`src/rtl/chia7bit_pkg.sv`:
```
// Shared definitions for the chia7bit restoring divider: FSM encoding and default widths.
package chia7bit_pkg;

  localparam int N_W_DEFAULT = 7;
  localparam int D_W_DEFAULT = 3;

  typedef enum logic [1:0] {
    IDLE = 2'd0,
    CALC = 2'd1,
    DONE = 2'd2
  } state_t;

endpackage

```
`src/rtl/full_adder.sv`:
```
// One-bit full adder cell, the building block of the ripple subtractor.
module full_adder (
  input  logic a,
  input  logic b,
  input  logic cin,
  output logic sum,
  output logic cout
);

  assign sum  = a ^ b ^ cin;
  assign cout = (a & b) | (cin & (a ^ b));

endmodule

```
`src/rtl/tru4bit.sv`:
```
// Ripple subtractor a - b built as a + ~b + 1; borrow is high when b > a.
module tru4bit #(
  parameter int W = 4
) (
  input  logic [W-1:0] a,
  input  logic [W-1:0] b,
  output logic [W-1:0] diff,
  output logic         borrow
);

  logic [W:0] carry;

  assign carry[0] = 1'b1;

  for (genvar i = 0; i < W; i++) begin : g_fa
    full_adder u_fa (
      .a    (a[i]),
      .b    (~b[i]),
      .cin  (carry[i]),
      .sum  (diff[i]),
      .cout (carry[i+1])
    );
  end

  // A carry out of the top bit means no borrow was needed.
  assign borrow = ~carry[W];

endmodule

```
`src/rtl/chia7bit.sv`:
```
// Multi-cycle restoring divider: one quotient bit per cycle, MSB first.
// Handshake: start is a one-cycle request taken only in IDLE; busy is high during CALC;
// done pulses for one cycle when Q/R/dz are valid; results then hold until the next DONE.
module chia7bit
  import chia7bit_pkg::*;
#(
  parameter int N_W = N_W_DEFAULT,
  parameter int D_W = D_W_DEFAULT
) (
  input  logic           clk,
  input  logic           rst,
  input  logic           start,
  input  logic [N_W-1:0] N,
  input  logic [D_W-1:0] D,
  output logic [N_W-1:0] Q,
  output logic [D_W-1:0] R,
  output logic           busy,
  output logic           done,
  output logic           dz,
  output state_t         state_dbg
);

  localparam int CNT_W = (N_W > 1) ? $clog2(N_W) : 1;

  state_t         state;
  logic [N_W-1:0] n_reg;
  logic [D_W-1:0] d_reg;
  logic [D_W:0]   rem;
  logic [CNT_W-1:0] cnt;

  logic [D_W:0]   shifted;
  logic [D_W:0]   diff;
  logic           borrow;
  logic           keep;
  logic [D_W:0]   rem_next;

  // n_reg doubles as the quotient register: dividend bits leave at the top
  // while quotient bits enter at the bottom.
  assign shifted = {rem[D_W-1:0], n_reg[N_W-1]};

  tru4bit #(.W(D_W + 1)) u_sub (
    .a      (shifted),
    .b      ({1'b0, d_reg}),
    .diff   (diff),
    .borrow (borrow)
  );

  // rem stays below D, so its top bit only acts as an overflow guard.
  assign keep     = ~borrow | rem[D_W];
  assign rem_next = keep ? diff : shifted;

  assign state_dbg = state;

  always_ff @(posedge clk or posedge rst) begin
    if (rst) begin
      state <= IDLE;
      n_reg <= '0;
      d_reg <= '0;
      rem   <= '0;
      cnt   <= '0;
      Q     <= '0;
      R     <= '0;
      busy  <= 1'b0;
      done  <= 1'b0;
      dz    <= 1'b0;
    end else begin
      case (state)
        IDLE: begin
          done <= 1'b0;
          if (start) begin
            n_reg <= N;
            d_reg <= D;
            if (D == '0) begin
              Q     <= '1;
              R     <= '0;
              dz    <= 1'b1;
              done  <= 1'b1;
              state <= DONE;
            end else begin
              rem   <= '0;
              cnt   <= CNT_W'(N_W - 1);
              busy  <= 1'b1;
              state <= CALC;
            end
          end
        end
        CALC: begin
          n_reg <= {n_reg[N_W-2:0], keep};
          rem   <= rem_next;
          cnt   <= cnt - CNT_W'(1);
          if (cnt == '0) begin
            Q     <= {n_reg[N_W-2:0], keep};
            R     <= rem_next[D_W-1:0];
            dz    <= 1'b0;
            busy  <= 1'b0;
            done  <= 1'b1;
            state <= DONE;
          end
        end
        DONE: begin
          done  <= 1'b0;
          state <= IDLE;
        end
        default: begin
          busy  <= 1'b0;
          done  <= 1'b0;
          state <= IDLE;
        end
      endcase
    end
  end

endmodule
```
`config.mk`:
```
export PLATFORM = sky130hd
export DESIGN_NAME = chia7bit
export DESIGN_NICKNAME = d
export VERILOG_FILES = /design/src/rtl/chia7bit_pkg.sv /design/src/rtl/full_adder.sv /design/src/rtl/tru4bit.sv /design/src/rtl/chia7bit.sv
export SDC_FILE = /design/constraint.sdc
export NUM_CORES = 1
export LEC_CHECK = 0
export ABC_AREA = 1
export CAP_MARGIN = 20
export CORE_MARGIN = 5
export CORE_UTILIZATION = 46
export DETAILED_ROUTE_END_ITERATION = 6
export GPL_ROUTABILITY_DRIVEN = 0
export GPL_TIMING_DRIVEN = 0
export MAX_ROUTING_LAYER = met4
export PLACE_DENSITY = 0.73
export SKIP_CTS_REPAIR_TIMING = 1
export SYNTH_ARGS = -nofsm -noshare
export SYNTH_HDL_FRONTEND = slang
export SYNTH_SLANG_ARGS = --single-unit
export TNS_END_PERCENT = 5
```
`constraint.sdc`:
```
create_clock -name clk -period 2.1 [get_ports clk]
set_input_delay 0.42 -clock clk [delete_from_list [all_inputs] [get_ports clk]]
set_output_delay 0.42 -clock clk [all_outputs]
set_load 0.1 [all_outputs]
```
==> flow_summary.yaml <==
critical_path:
  cp-start-kind: "flip-flop"
  reg2regPathDepth: 11
  critPathMaxFanout: 4
  path_cells: "inv_1, ha_1, inv_1, fa_1, fa_1, inv_1, ha_2, nand3_1, a21oi_1, nand2_1, nand2_1"
  crit_arrival_ns: 2.49
  cp.buffers_inverters: 3
  cp.required_ns: 2.39
  crit_top_cell: "inv_1"
  criticalPathCategory: "reg -> reg"
  critPathCaptureType: "flip-flop"
  cpPeakStageDelay_ns: 0.39
  cp_top_family: "adder cells"
  crit_slowest_cell: "dfrtp_1"
  cp.depth: 11
grt:
  grt_util_all_layers_pct: 16.4
  antenna_found_initial: 0
  grt_pass1_vias: 1228
  grt_start_max_net_pins: 23
  overflow: 0
  grt_pass1_wl_um: 5260
timing:
  hold_viol: 0
  tightest_slew_ns: 0.980
  skew_ns: 0.00263
  drv_slew: 0
  rsz0062_at_grt: "true"
  setup_violations: 9
  setup_tns_ns: -0.675
  relSlewSlack_pct: 34.6
  timing.final.crit_share_pct: 105
  clock.fmax_ghz: 0.454
  post-route-min-period_ns: 2.20
  fin_ws_ns: -0.101
synthesis:
  ys.warnings.count: 0
  ys.flop_type: "dfrtp_1"
  synth_cell_types: 18
  synthCells: 184
  synth_seq_cells: 32
  syn_avg_cell_area_um2: 8.55
  syn_nets: 203
  syn-cell-area_um2: 1570
  synth_edf_count: 0
  yosysSeqAreaShare_pct: 50.9
  async_flop_share_pct: 100
drt:
  antenna_left: 0
  first_pass_iters: 4
  drc_errors: 0
  vias_per_cell: 4.73
  dr.first_iter.drc_count: 54
  routedWlPerCell_um: 12.5
  routed-via-count: 1259
  wl_um: 3320
final_layout:
  layout-drive-gt1-share_pct: 11.8
  fill_cells: 302
  nets: 238
  n_antenna_cell: 0
  area_delta_synth_final_pct: 29.2
die:
  boundaryPins: 28
  fp.dieH_um: 68.5
  start_util_pct: 47.5
  dieArea_um2: 4690
  rows: 21
  core-area_um2: 3310
  die_x_um: 68.5
place:
  place_hpwl_um: 2410
  port_buffers: 27
clock_network:
  cts_max_path_buffers: 2
  clk_pin_slew_ns: 0.10
  cts.sinks: 32
  cts_buffers: 5
  htreeDepth: 2
  clk_latency_ns: 0.34
  cts_tree: "done"
  root_buffer: "clkbuf_4"
run:
  drv_cap: 0
outcome:
  violations: "setup timing"
  status: "finished with violations"
worst_hold_path:
  hp-class: "in -> async"
placed cells by master, fill, tap and decap left out:
cell type	count
clkdlybuf4s50_1	12
nand2_1	61
nor2_2	1
buf_6	4
a21oi_1	4
o21ai_2	2
o21ai_0	10
ha_2	1
inv_1	29
dlymetal6s2s_1	15
nand2_4	5
inv_2	1
clkbuf_8	1
clkinv_2	2
ha_1	3
dfrtp_1	32
nor2_1	7
clkbuf_4	5
a21boi_0	2
o21ai_1	7
fa_1	2
a21oi_2	1
buf_16	1
nand3_1	10
nand2_2	2
metrics by stage:
| stage | setup WS [ns] | utilization, % | std cells | hold WS, ns | area [um^2] |
|---|---|---|---|---|---|
| 2_1_floorplan | 0.0699 | - | 184 | 0.453 | 1570 |
| 3_5_place_dp | -0.198 | 58.2 | 258 | 0.466 | 1930 |
| 6_report | -0.101 | 61.4 | 266 | 0.387 | 2030 |
| 5_1_grt | -0.274 | 61.4 | 266 | 0.422 | 2030 |
| 3_3_place_gp | -0.151 | 57.4 | 257 | 0.465 | 1900 |
| 4_1_cts | -0.327 | 60.1 | 266 | 0.392 | 1990 |
path summary, 6_finish.rpt:
check,slack (ns),end,startpoint
worst min-delay path,0.39,Q[1]$_DFFE_PP0P_,rst
worst max register to register,-0.10,R[1]$_DFFE_PP0P_,n_reg[6]$_DFFE_PP0P_
min in group clk,0.48,Q[4]$_DFFE_PP0P_,Q[4]$_DFFE_PP0P_
worst min register to register,0.48,Q[4]$_DFFE_PP0P_,Q[4]$_DFFE_PP0P_
worst max-delay path,-0.10,R[1]$_DFFE_PP0P_,n_reg[6]$_DFFE_PP0P_
max in group asynchronous,1.24,rem[1]$_DFFE_PP0P_,rst
cells in the mapped netlist (4+ instances only):
cell | count | share of area, %
nand3_1 | 10 | 3.2
buf_6 | 4 | 2.9
nand2_1 | 62 | 15
inv_1 | 29 | 6.9
nand2_4 | 5 | 3.6
a21oi_1 | 4 | 1.3
ha_1 | 4 | 3.2
o21ai_1 | 7 | 2.2
dfrtp_1 | 32 | 51
o21ai_0 | 10 | 3.2
nor2_1 | 7 | 1.7
layer usage:
metal  share of wire [%]  global-route usage (%)  up-vias  routed length (um)
met5                   0                       -        -                   0
met3                 5.1                    5.91        8                 169
li1                    -                       -      635                   -
met2                  48                    24.7       21                1590
met4                 2.4                    7.94        0                  78
met1                  44                    19.5      595                1480
layout make-up:
| class | count | area, um^2 | share of cell area [%] |
|---|---|---|---|
| repair buffers | 28 | 335 | 16.5 |
| flip-flops and latches | 32 | 801 | 39.4 |
| well taps | 46 | 57.6 | 2.83 |
| clock buffers | 6 | 51.3 | 2.52 |
| plain buffers | 4 | 45.0 | 2.22 |
| multi-input cells | 118 | 619 | 30.5 |
| inverters | 30 | 113 | 5.54 |
| clock inverters | 2 | 10.0 | 0.493 |
cell families after synthesis:
kind of cell | Yosys count | synth area share (%)
buffers and inverters | 34 | 10.0
AND/OR/NAND/NOR | 86 | 24.0
adder cells (fa/ha/maj) | 6 | 5.73
AO/OA/AOI/OAI | 26 | 9.31
flip-flops | 32 | 50.9
Power is not shown: default switching activity piles up to over one toggle a cycle in this logic, so the estimate is an artifact.
